File: src/rtl/rs485_pkg.sv
// Shared widths, idle word and small helpers for the RS485 datapath blocks.
package rs485_pkg;

    localparam int RS485_WORD_W = 16;
    localparam int RS485_BYTE_W = 8;

    localparam logic [RS485_WORD_W-1:0] RS485_IDLE_WORD = 16'h3FE0;

    // Saturating increment for byte-wide event counters.
    function automatic logic [RS485_BYTE_W-1:0] sat_inc8(input logic [RS485_BYTE_W-1:0] value);
        return (value == '1) ? value : value + RS485_BYTE_W'(1);
    endfunction

endpackage

File: src/rtl/rs485_rise_detect.sv
// Registered 1-bit rising-edge detector; a level already high when reset is
// released does not count as an edge.
module rs485_rise_detect (
    input  logic clk,
    input  logic rst,
    input  logic in,
    output logic pulse
);

    logic in_q;
    logic armed;

    // NOTE: sequential state uses non-blocking <= so every flop samples pre-edge values.
    always_ff @(posedge clk) begin
        if (rst) begin
            in_q  <= 1'b0;
            armed <= 1'b0;
        end else begin
            in_q  <= in;
            armed <= armed | ~in;
        end
    end

    // armed stays low until the input has been seen low after reset.
    assign pulse = in & ~in_q & armed;

endmodule

File: src/rtl/rs485_tx_word_fifo.sv
// Show-ahead word FIFO feeding the RS485 transmitter; presents IDLE_WORD when empty.
// Optional saturating drop/underflow counters under `RS485_FIFO_STATS_EN.
module rs485_tx_word_fifo
    import rs485_pkg::*;
#(
    parameter int                      DEPTH     = 8,
    parameter logic [RS485_WORD_W-1:0] IDLE_WORD = RS485_IDLE_WORD
) (
    input  logic                      clk,
    input  logic                      rst,
    input  logic                      wr_en,
    input  logic [RS485_WORD_W-1:0]   wr_data,
    output logic                      full,
    input  logic                      tx_complete,
    output logic [RS485_WORD_W-1:0]   data_word,
    output logic                      word_valid,
    output logic [$clog2(DEPTH):0]    count
`ifdef RS485_FIFO_STATS_EN
    ,
    output logic [RS485_BYTE_W-1:0]   overflow_cnt,
    output logic [RS485_BYTE_W-1:0]   underflow_cnt
`endif
);

    localparam int AW = $clog2(DEPTH);
    localparam int CW = AW + 1;
    localparam logic [CW-1:0] FULL_CNT = CW'(DEPTH);

    logic [RS485_WORD_W-1:0] mem [DEPTH];
    logic [AW-1:0]           rd_ptr;
    logic [AW-1:0]           wr_ptr;
    logic [CW-1:0]           count_q;
    logic [CW-1:0]           count_nxt;
    logic                    pop_evt;
    logic                    is_empty;
    logic                    is_full;
    logic                    push_ok;
    logic                    pop_ok;

    rs485_rise_detect u_tx_done_edge (
        .clk   (clk),
        .rst   (rst),
        .in    (tx_complete),
        .pulse (pop_evt)
    );

    assign is_empty = (count_q == '0);
    assign is_full  = (count_q == FULL_CNT);
    // A pop at the same edge frees the slot a push into a full FIFO needs.
    assign push_ok  = wr_en & (~is_full | pop_evt);
    assign pop_ok   = pop_evt & ~is_empty;

    // NOTE: default assigned first so no path leaves count_nxt unassigned (no latch).
    always_comb begin
        count_nxt = count_q;
        case ({push_ok, pop_ok})
            2'b10:   count_nxt = count_q + CW'(1);
            2'b01:   count_nxt = count_q - CW'(1);
            default: count_nxt = count_q;
        endcase
    end

    always_ff @(posedge clk) begin
        if (rst) begin
            rd_ptr  <= '0;
            wr_ptr  <= '0;
            count_q <= '0;
        end else begin
            if (push_ok) wr_ptr <= wr_ptr + AW'(1);
            if (pop_ok)  rd_ptr <= rd_ptr + AW'(1);
            count_q <= count_nxt;
        end
    end

    // NOTE: storage is deliberately not reset; pointers and count define what is valid.
    always_ff @(posedge clk) begin
        if (push_ok) mem[wr_ptr] <= wr_data;
    end

    assign data_word  = is_empty ? IDLE_WORD : mem[rd_ptr];
    assign word_valid = ~is_empty;
    assign full       = is_full;
    assign count      = count_q;

`ifdef RS485_FIFO_STATS_EN
    always_ff @(posedge clk) begin
        if (rst) begin
            overflow_cnt  <= '0;
            underflow_cnt <= '0;
        end else begin
            if (wr_en && !push_ok)    overflow_cnt  <= sat_inc8(overflow_cnt);
            if (pop_evt && is_empty)  underflow_cnt <= sat_inc8(underflow_cnt);
        end
    end
`endif

endmodule

File: config.mk
export PLATFORM = sky130hd
export DESIGN_NAME = rs485_tx_word_fifo
export DESIGN_NICKNAME = d
export VERILOG_FILES = /design/src/rtl/rs485_pkg.sv /design/src/rtl/rs485_rise_detect.sv /design/src/rtl/rs485_tx_word_fifo.sv
export SDC_FILE = /design/constraint.sdc
export NUM_CORES = 1
export LEC_CHECK = 0
export ABC_AREA = 1
export BUFFER_PORTS_ARGS = -buffer_cell sky130_fd_sc_hd__buf_4
export CAP_MARGIN = 20
export CORE_MARGIN = 2
export CORE_UTILIZATION = 59
export CTS_CLUSTER_DIAMETER = 40
export CTS_CLUSTER_SIZE = 30
export DETAILED_ROUTE_END_ITERATION = 16
export PLACE_DENSITY = 0.9
export SLEW_MARGIN = 30
export SYNTH_ARGS = -nofsm -noshare
export SYNTH_HDL_FRONTEND = slang
export SYNTH_SLANG_ARGS = --single-unit
File: constraint.sdc
create_clock -name clk -period 2.7 [get_ports clk]
set_input_delay 0.135 -clock clk [delete_from_list [all_inputs] [get_ports clk]]
set_output_delay 0.135 -clock clk [all_outputs]
set_load 0.02 [all_outputs]
# Yosys cells after proc, flatten, opt, wreduce, memory -nomap -nowiden
# Memory sizes are Yosys's and may differ from the RTL's. A register that Yosys moved wholly into a read port is not among the register bits.
# Index checks and enable logic that the tools add are counted.
[totals]
mem_bits_rw = 128
output_inout_bits = 22
in_bits = 20
register_bits = 12
wordCells = 31
mem_count = 1
[memory_table]
columns = ["name", "depth", "width", "read_ports", "rd_clocked_by_memory_dff", "wr", "line_no", "source"]
rows = [
  ["mem", 8, 16, 1, 1, 1, "rs485_tx_word_fifo.sv:29", "logic [RS485_WORD_W-1:0] mem [DEPTH];"],
]
[classes]
bitwise_logic = 10
muxes = 6
n_eq_ne = 3
add_sub_neg = 4
reduce_logical = 2
[op_table]
columns = ["cell", "count"]
rows = [
  ["$mux 16", 1],
  ["$pmux 4 s2", 1],
  ["$add 3x1->3 const B", 2],
  ["$mux 3", 2],
  ["$add 4x1->4 const B", 1],
  ["$and 1x1->1", 4],
  ["$eq 4x4->1 const B", 1],
  ["$logic_not 4->1", 1],
  ["$not 1->1", 4],
  ["$sub 4x1->4 const B", 1],
  ["$eq 2x1->1 const B", 1],
  ["$eq 2x2->1 const B", 1],
  ["$mux 1", 2],
  ["$or 1x1->1", 2],
  ["$reduce_bool 2->1", 1],
]

# Longest topological paths before layout
# Gate-level depths: netlist of run 1.
[depth]
depth_word = 7
ltp_mapped = 15
depth_no_buf = 15

# Modules after synthesis
# Synthesis of run 1 repeated with hierarchy kept, for this count alone.
[hier_totals]
hier_cells = 489
hier_area_um2 = 5778.0
[by_module_without_submodules]
columns = ["module", "area_each_um2", "n_inst", "seq_area_each_um2", "cells_per_inst"]
rows = [
  ["rs485_tx_word_fifo", 5714.2, 1, 4103.9, 481],
  ["rs485_rise_detect", 63.8, 1, 40.0, 8],
]

# Least setup slack after synthesis of run 1
# No wires, ideal clock.
[synth_timing]
path_kind = "register to register"
from = "register count_q[2] (netlist: count[2])"
to = "memory mem[1][0], enable pin"
arrival_time_ns = 1.678
path_slack_ns = 0.634
period_less_slack_ns = 2.066
required_ns = 2.312
setup_ns = 0.388
stages_incl_launch_ff = 7
path_buffers = 0
cell_sequence = "dfxtp_1 -> inv_1 -> nand4_4 -> nand2_4 -> inv_2 -> nand2_2 -> nor2_1"
[synth_via]
elab_chain_cells = 6
[synth_rtl]
columns = ["item", "line_no", "source"]
rows = [
  ["start: declaration", "rs485_tx_word_fifo.sv:32", "logic [CW-1:0] count_q;"],
  ["start signal: assignment", "rs485_tx_word_fifo.sv:71", "count_q <= count_nxt;"],
  ["$eq 4x4->1", "rs485_tx_word_fifo.sv:48", "assign is_full = (count_q == FULL_CNT);"],
  ["$not 1->1", "rs485_tx_word_fifo.sv:50", "assign push_ok = wr_en & (~is_full | pop_evt);"],
  ["$or 1x1->1", "rs485_tx_word_fifo.sv:50", ""],
  ["$and 1x1->1", "rs485_tx_word_fifo.sv:50", ""],
  ["$mux 1", "rs485_tx_word_fifo.sv:77", "if (push_ok) mem[wr_ptr] <= wr_data;"],
  ["$mux 1 (not written as such)", "rs485_tx_word_fifo.sv:77", ""],
  ["end: declaration", "rs485_tx_word_fifo.sv:29", ""],
]
# No other way between the ends.

==> impl_metrics.py, run 1 <==
metrics = {
    "global_routing": {
        "grt_usage_pct": 26.79,
        "grt_pass1_vias": 4212,
        "grt-ovfl-total": 0,
        "antenna_found_initial": 0,
        "grt_pass1_wl_um": 20640,
        "grt_max_degree": 65,
    },
    "final_layout": {
        "utilization_pct": 72.88,
        "drive_gt1_share_pct": 18.51,
        "postLayoutCellArea_sq_um": 7058,
        "n_antenna_cell": 0,
        "fillers": 569,
        "nets": 590,
        "syn2layout_area_growth_pct": 21.49,
    },
    "logic_synthesis": {
        "avgSynthCellArea_sq_um": 11.81,
        "synth_area_sq_um": 5809,
        "yosys_warnings": 0,
        "netlist_top_cells_area": "edfxtp_1, nand2_1, nand3_1, dfxtp_1, nor2_1",
        "synth.distinct_cells": 30,
        "synth_top_area_share_pct": 66.16,
        "synth_top_area_cell": "edfxtp_1",
        "synthesis.nets": 517,
        "ys_ff_latch": 143,
        "syn_inst": 492,
        "yosysSeqAreaShare_pct": 71.33,
    },
    "placed_design": {
        "numPortBuffers": 41,
        "placed_cell_area_sq_um": 6291,
        "gp_congestion": 0.8474,
        "hpwl_um": 7348,
    },
    "detailed_routing": {
        "drt_pass1_iterations": 7,
        "post_drt_wl_per_cell_um": 18.79,
        "finalWirelength_um": 13360,
        "viasPerCell": 5.779,
        "drc": 0,
        "ant_nets": 0,
        "num_vias": 4109,
        "drt_iter0_drc": 342,
    },
    "floorplanning": {
        "io_pins": 42,
        "die_x_um": 103.2,
        "dieArea_sq_um": 10660,
        "fp-row-count": 36,
        "die_height_um": 103.2,
        "start_util_pct": 59.99,
        "core-area_sq_um": 9684,
    },
    "critical_path": {
        "cp.required_ns": 2.57,
        "path_delay_family": "buffers and inverters",
        "crit_path_cell_trace": "buf_4, nor2_1, nor2_1, o21ai_0, o211ai_1, nand2_1, nor2_1, buf_4",
        "worstPathArrival_ns": 2.30,
        "worstSetupStartpointType": "register",
        "crit_slowest_cell": "buf_4",
        "slowest_delay_ns": 0.51,
        "cp-end-kind": "primary output",
        "crit_type": "register to primary output",
        "ff2ff_path_depth": 13,
        "cp_num_buf_inv": 2,
        "worstPathMaxFanout": 64,
        "path_common_cell": "nor2_1",
        "cp_num_cells": 8,
    },
    "power": {
        "vdd_drop_max_mv": 0.5676,
        "p_leak_nw": 2.667,
        "power.density_nw_per_um2": 816.2,
    },
    "cts": {
        "clock_latency_ns": 0.52,
        "cts_sinks": 143,
        "clkSlewWorstSetupHoldPaths_ns": 0.07,
        "cts-htree-levels": 4,
        "clk_root_buffer_cell": "clkbuf_8",
        "numCtsBuffers": 17,
        "clockBufferDepth": 2,
        "cts_tree": "built",
    },
    "job": {
        "max-cap-violations": 0,
    },
    "outcome": {
        "status": "finished, final reports clean",
    },
    "min_path": {
        "hold_class": "input port to register",
        "min_path_cells": 4,
    },
    "sta": {
        "min_period_ns": 2.430,
        "rsz0062_at_grt": "no",
        "worstMarginPinSlew_ns": 0.6668,
        "finalSetupTns_ns": 0,
        "drv_slew": 0,
        "hold_viol": 0,
        "setup_violations": 0,
        "max-slew-margin-rel_pct": 55.54,
        "finClkSkew_ns": 0.006986,
        "clock.fmax_mhz": 411.5,
        "period_share_pct": 90.02,
    },
}
sequential cells by signal, summed over array words and instances (netlist names), named ones only:
name                  count
mem                     128
count                     4
rd_ptr                    3
wr_ptr                    3
u_tx_done_edge.armed      1
u_tx_done_edge.in_q       1
where the power goes:
group          internal [W]  total [W]  switching, W
Sequential          0.00251    0.00256     0.0000540
Combinational      0.000333   0.000933      0.000600
Clock               0.00127    0.00227      0.000995
Total               0.00411    0.00576       0.00165
cell type report:
cell class	count	area, sq um	share of cell area, %
multi-input combinational	306	1469	20.81
tap	133	166.4	2.358
clock inverter	15	162.7	2.305
timing repair buffer	77	625.6	8.864
sequential	143	4145	58.73
inverter	20	75.07	1.064
clock buffer	17	414.1	5.868
metrics by stage:
stage	std cells	hold slack (ns)	total power [W]	setup WS (ns)
after detailed placement	660	0.3601	0.003494	0.5312
after global placement	660	0.3571	0.003454	0.5517
after global routing	711	0.007349	0.005965	0.1099
final	711	0.02598	0.005761	0.2696
after CTS	711	0.006815	0.005762	0.3074
after floorplan	492	0.2041	0.003143	0.6338
path summary, 6_finish.rpt:
| path | slack, ns | endpoint | startpoint |
|---|---|---|---|
| setup / recovery | 0.27 | data_word[1] | register |
| setup reg to reg | 0.43 | count[2] | count[2] |
| hold / removal | 0.03 | wr_ptr[1] | wr_en |
| hold reg to reg | 0.46 | rd_ptr[2] | rd_ptr[2] |
metal layers:
layer  routed length [um]  vias to the layer above  GRT usage, %  part of all wire (%)
li1                     -                     1876             -                     -
met1                 4851                     1946         30.21                    36
met2                 6916                      236         45.05                    52
met3                 1163                       51         8.804                   8.7
met4                  431                        0         15.08                   3.2
met5                    0                        -             0                     0
cells in the final DEF, fill, tap and decap left out, drive strengths merged, types with 5 or more instances in the layout:
| cell | n |
|---|---|
| dfxtp | 15 |
| buf | 58 |
| a21oi | 7 |
| nand3 | 70 |
| ha | 5 |
| edfxtp | 128 |
| o211ai | 7 |
| o22ai | 7 |
| nor2 | 72 |
| o21ai | 34 |
| inv | 30 |
| nand2 | 97 |
| clkbuf | 17 |
| dlygate4sd3 | 19 |
cells in the mapped netlist:
library cell	n
nand2_1	94
nand3_1	69
nor2_4	1
clkinv_1	1
nand2_2	2
nand2_4	1
buf_6	2
a21oi_1	6
o21ai_1	4
nor4_1	1
inv_2	3
nand3_4	1
o211ai_1	7
nor2_1	66
clkbuf_1	6
nand4_4	1
ha_1	5
buf_2	13
buf_4	1
o22ai_1	7
xnor2_1	2
edfxtp_1	128
xor2_1	2
buf_1	1
inv_1	16
a21oi_2	1
dfxtp_1	15
or2_4	1
nor2_2	5
o21ai_0	30
worst min-delay path: cells and delay by family:
family | cells | cell delay (ns)
AO/OA/AOI/OAI | 1 | 0.14
buffers and inverters | 1 | 0.11
AND/OR/NAND/NOR | 2 | 0.11
what timing repair did:
action                                 in CTS  in global routing
gates resized for setup                     0                  0
setup buffers                               0                  0
endpoints found under the hold margin     135                  0
hold buffers                               19                  0
logic make-up after synthesis:
group           after synthesis  synth area share (%)
buf+inv                      43                 3.381
flops                       143                 71.33
fa+ha+maj                     5                 1.077
compound gates               55                 5.255
simple gates                242                 18.35
xor+xnor                      4                0.6032
No activity file was read; power rests on OpenSTA's default activity.
==> inputs of run 2 (changes only) <==
ABC_AREA = default   (was 1)
SYNTH_HIERARCHICAL = 1   (was default)
==> impl_metrics.py, run 2 <==
metrics = {
    "critical_path": {
        "path_delay_family": "simple AND/OR/NAND/NOR gates",
        "crit_path_cell_trace": "or4b_4, o21ai_4, ha_1, xor2_1, ha_1, a21oi_1, xor2_1, or3_1, a21oi_1",
        "worstPathArrival_ns": 2.90,
        "cp-end-kind": "register",
        "worstSetupStartpointType": "register",
        "cp_num_buf_inv": 0,
        "crit_type": "register to register",
        "cp.required_ns": 3.14,
        "worstPathMaxFanout": 5,
        "crit_slowest_cell": "or4b_4",
        "slowest_delay_ns": 0.57,
    },
    "final_layout": {
        "layout_commonest_cell": "edfxtp_1",
        "n_antenna_cell": 0,
        "final_cell_mix": "edfxtp_1, buf_4, mux4_2",
        "utilization_pct": 75.13,
        "seq_area_sq_um": 4145,
        "multi_input_area_sq_um": 1373,
        "syn2layout_area_growth_pct": 23.95,
        "largest-register": "mem",
        "nets": 396,
        "largest_reg_flops": 128,
        "drive_gt1_share_pct": 34.64,
        "fillers": 493,
    },
    "cts": {
        "clockBufferDepth": 2,
        "cts_sinks": 143,
        "numCtsBuffers": 17,
        "clock_latency_ns": 0.51,
        "cts_tree": "built",
        "clkSlewWorstSetupHoldPaths_ns": 0.07,
        "cts-htree-levels": 4,
        "clk_root_buffer_cell": "clkbuf_8",
    },
    "sta": {
        "clock.fmax_mhz": 405.6,
        "finalSetupTns_ns": 0,
        "max-slew-margin-rel_pct": 37.50,
        "drv_slew": 0,
        "min_period_ns": 2.465,
        "worstMarginPinSlew_ns": 0.9340,
        "holdWs_ns": 0.4034,
        "period_share_pct": 91.31,
        "finClkSkew_ns": 0.007367,
        "hold_viol": 0,
        "rsz0062_at_grt": "no",
        "setup_violations": 0,
    },
    "logic_synthesis": {
        "netlist_top_cells_area": "edfxtp_1, mux4_2, dfxtp_1, mux2i_1, nor2_1",
        "synthArstFlopShare_pct": 0,
        "netlist_top_cells_count": "edfxtp_1, mux4_2, nor2_1",
        "synth_most_common_cell": "edfxtp_1",
        "synthFlopType": "edfxtp_1",
        "syn_inst": 284,
        "synthesis.nets": 309,
        "synth_top_area_share_pct": 68.96,
        "yosysSeqAreaShare_pct": 74.34,
        "synth_area_sq_um": 5574,
        "ys_ff_latch": 143,
        "synth_top_area_cell": "edfxtp_1",
        "avgSynthCellArea_sq_um": 19.63,
        "synth.distinct_cells": 28,
        "yosys_warnings": 6,
        "synth_edf_count": 128,
    },
    "power": {
        "power.density_nw_per_um2": 767.8,
        "p_leak_nw": 2.376,
        "vdd_drop_max_mv": 0.6253,
    },
    "detailed_routing": {
        "drt_iter0_drc": 244,
        "drc": 0,
        "post_drt_wl_per_cell_um": 21.76,
        "finalWirelength_um": 10770,
        "viasPerCell": 5.853,
        "ant_nets": 0,
        "drt_pass1_iterations": 4,
        "num_vias": 2897,
    },
    "placed_design": {
        "numPortBuffers": 41,
        "hpwl_um": 5999,
        "gp_congestion": 0.7523,
    },
    "floorplanning": {
        "fp-row-count": 35,
        "core-area_sq_um": 9196,
        "io_pins": 42,
        "die_x_um": 101.2,
        "start_util_pct": 60.61,
        "dieArea_sq_um": 10240,
        "die_height_um": 101.2,
    },
    "global_routing": {
        "antenna_found_initial": 0,
        "grt_max_degree": 33,
        "grt_pass1_vias": 3120,
        "grt_pass1_wl_um": 16820,
        "grt-ovfl-total": 0,
        "grt_usage_pct": 23.18,
    },
    "outcome": {
        "status": "finished, final reports clean",
    },
    "job": {
        "max-cap-violations": 0,
    },
    "min_path": {
        "hold_class": "input port to register",
    },
}
==> run 2: changes by cell type in the layout (fill, tap and decap cells not counted), sizes merged, moves of 4 or more <==
cell	delta
o22ai	-7
xor2	+4
nand2	-82
mux4	+32
clkinv	+5
o21ai	-32
nand3	-68
nor2	-50
o211ai	-5
mux2i	+18
inv	-21
==> run 2: logic make-up (layout without fill, tap and decap cells) <==
| logic type | Yosys count | after routing | synth area share, % |
|---|---|---|---|
| compound gates | 11 | 11 | 1.414 |
| flops | 143 | 143 | 74.34 |
| fa+ha+maj | 5 | 5 | 1.122 |
| mux | 52 | 52 | 16.57 |
| xor+xnor | 6 | 6 | 0.9428 |
| buf+inv | 16 | 116 | 1.212 |
| simple gates | 51 | 51 | 4.399 |
==> run 2: cell type report <==
cell class / count / area share, %
clock buffers: 17 / 5.994
flip-flops and latches: 143 / 60.00
repair buffers: 80 / 9.598
clock inverters: 15 / 2.318
multi-input cells: 125 / 19.87
inverters: 4 / 0.2173
well taps: 111 / 2.010
==> run 2: final timing paths <==
check | from | endpoint | slack, ns | cells after the start
max | count[1] | count[2] | 0.23 | 9
min reg2reg | rd_ptr[1] | rd_ptr[1] | 0.51 | 2
min | wr_data[9] | mem[4][9] | 0.40 | 2
max reg2reg | count[1] | count[2] | 0.23 | 9
==> run 2: repair_timing <==
action,CTS,global route
buffers inserted,0,1
setup endpoints to repair,0,1
hold buffers,20,0
endpoints found under the hold margin,142,0
gates resized for setup,0,0
==> run 2: routing by layer <==
| layer | GRT usage [%] | up-vias | wire length [um] | part of all wire [%] |
|---|---|---|---|---|
| li1 | - | 1311 | - | - |
| met1 | 30.57 | 1458 | 4268 | 40 |
| met2 | 38.21 | 113 | 5591 | 52 |
| met3 | 4.486 | 15 | 735 | 6.8 |
| met4 | 10.29 | 0 | 175 | 1.6 |
| met5 | 0 | - | 0 | 0 |
==> run 2: where the power goes <==
part           leakage (nW)  switching (W)  internal [W]  total (W)
sequential             1.29      0.0000206       0.00247    0.00249
clock                 0.285       0.000917       0.00133    0.00225
combinational         0.805       0.000315      0.000254   0.000569
total                  2.38        0.00125       0.00405    0.00530
==> run 2: metrics by stage <==
stage	total power [W]	std cells	area (sq um)	worst slack, ns
2_1_floorplan	0.002830	284	5579	0.1288
3_3_place_gp	0.003053	442	6127	0.2551
3_5_place_dp	0.003072	442	6127	0.1879
4_1_cts	0.005331	494	6902	0.1482
5_1_grt	0.005470	495	6909	0.06248
6_report	0.005305	495	6909	0.2347
==> inputs of run 3 (changes only) <==
CAP_MARGIN = 0   (was 20)
CORE_UTILIZATION = 50   (was 59)
PLACE_DENSITY = 0.8   (was 0.9)
==> impl_metrics.py, run 3 (synthesis results as in run 2) <==
metrics = {
    "final_layout": {
        "nets": 395,
        "syn2layout_area_growth_pct": 25.70,
        "utilization_pct": 64.64,
        "largest-register": "mem",
        "drive_gt1_share_pct": 34.99,
        "final_cell_mix": "edfxtp_1, buf_4, mux4_2",
        "n_antenna_cell": 0,
        "layout_commonest_cell": "edfxtp_1",
        "largest_reg_flops": 128,
        "postLayoutCellArea_sq_um": 7007,
    },
    "power": {
        "internal_power_w": 0.004238,
        "p_leak_nw": 2.380,
        "finalPower_w": 0.005463,
        "seqPwrFrac_pct": 45.6,
        "p_clk_share_pct": 44.0,
        "vdd_drop_max_mv": 0.4558,
        "power.density_nw_per_um2": 779.7,
        "comb_power_share_pct": 10.4,
        "p_switching_w": 0.001225,
        "switching_share_pct": 22.42,
    },
    "floorplanning": {
        "io_pins": 42,
        "die_x_um": 109.6,
        "dieArea_sq_um": 12010,
        "fp-row-count": 38,
        "start_util_pct": 51.42,
        "core-area_sq_um": 10840,
        "die_height_um": 109.6,
    },
    "outcome": {
        "status": "finished, final reports clean",
    },
    "sta": {
        "max-slew-margin-rel_pct": 50.21,
        "clock.fmax_mhz": 383.2,
        "drv_slew": 0,
        "hold_viol": 0,
        "finalSetupTns_ns": 0,
        "period_share_pct": 96.66,
        "rsz0062_at_grt": "no",
        "min_period_ns": 2.610,
        "setup_violations": 0,
        "worstMarginPinSlew_ns": 0.7428,
        "finClkSkew_ns": 0.008572,
    },
    "cts": {
        "cts_tree": "built",
        "clkSlewWorstSetupHoldPaths_ns": 0.06,
        "clk_root_buffer_cell": "clkbuf_8",
        "cts-htree-levels": 4,
        "clock_latency_ns": 0.52,
        "cts_sinks": 143,
        "numCtsBuffers": 17,
        "clockBufferDepth": 2,
    },
    "critical_path": {
        "cp-end-kind": "register",
        "worstPathArrival_ns": 3.01,
        "ff2ff_path_depth": 6,
        "worstSetupStartpointType": "register",
        "crit_type": "register to register",
        "worstPathMaxFanout": 5,
        "cp.required_ns": 3.10,
        "r2r_slack_ns": 0.09,
    },
    "placed_design": {
        "numPortBuffers": 41,
        "gp_congestion": 0.7218,
        "hpwl_um": 5912,
        "placed_cell_area_sq_um": 6148,
    },
    "global_routing": {
        "grt_usage_pct": 19.31,
        "grt_max_degree": 33,
        "grt_pass1_vias": 3024,
        "antenna_found_initial": 0,
        "grt-ovfl-total": 0,
        "grt_pass1_wl_um": 16170,
    },
    "detailed_routing": {
        "wirelength_met1_um": 4137,
        "ant_nets": 0,
        "route.met3.wl_um": 514,
        "drt_pass1_iterations": 4,
        "viasPerCell": 5.579,
        "post_drt_wl_per_cell_um": 20.20,
        "drt_iter0_drc": 201,
        "wl_met2_um": 5758,
        "finalWirelength_um": 10570,
        "num_vias": 2918,
        "drc": 0,
        "highest_layer": "met4",
    },
    "job": {
        "max-cap-violations": 0,
    },
    "min_path": {
        "hold_class": "input port to register",
        "min_path_cells": 2,
    },
}
## run 3: layer usage
metal,global-route usage (%),up-vias
met1,22.49,1518
li1,-,1307
met4,7.233,0
met2,33.60,80
met5,0,-
met3,6.046,13
## run 3: stage by stage
step / worst slack, ns / std cells / hold slack [ns]
after detailed placement: 0.08569 / 469 / 0.3367
final: 0.09026 / 523 / 0.3938
after CTS: 0.01888 / 521 / 0.3715
after global routing: 0.004501 / 523 / 0.3946
after floorplan: 0.1288 / 284 / 0.2041
after global placement: 0.1792 / 469 / 0.3301
## run 3: repair_timing
action / in CTS / in global routing
resized for setup: 0 / 5
setup buffers: 0 / 2
hold endpoints to repair: 142 / 0
endpoints found under the setup margin: 0 / 2
hold buffers: 20 / 0
## run 3: worst paths after layout
check             startpoint   endpoint
setup reg to reg    count[3]   count[3]
setup / recovery    count[3]   count[3]
hold / removal    wr_data[4]  mem[0][4]
hold reg to reg    rd_ptr[1]   register
## run 3: cell type report
class | instances | area (sq um)
fillers | 699 | 3834
clock buffers | 18 | 417.9
clock inverters | 14 | 202.7
well taps | 140 | 175.2
inverters | 4 | 15.01
repair buffers | 79 | 655.6
flip-flops and latches | 143 | 4146
multi-input cells | 125 | 1394
## run 3: worst max-delay path: stages (launching register included)
cell and delay, ns:
dfxtp_1 0.45, or4b_4 0.54, o21ai_4 0.25, ha_2 0.26
mux2_2 0.34, o41ai_1 0.29, mux2_2 0.37
## run 3: power groups by stage
stage               clock network [W]  registers (W)  logic, W
floorplan                           0        0.00255  0.000280
global placement                    0        0.00253  0.000522
detailed placement                  0        0.00254  0.000537
CTS                           0.00244        0.00249  0.000566
global route                  0.00253        0.00250  0.000607
finish                        0.00240        0.00249  0.000567
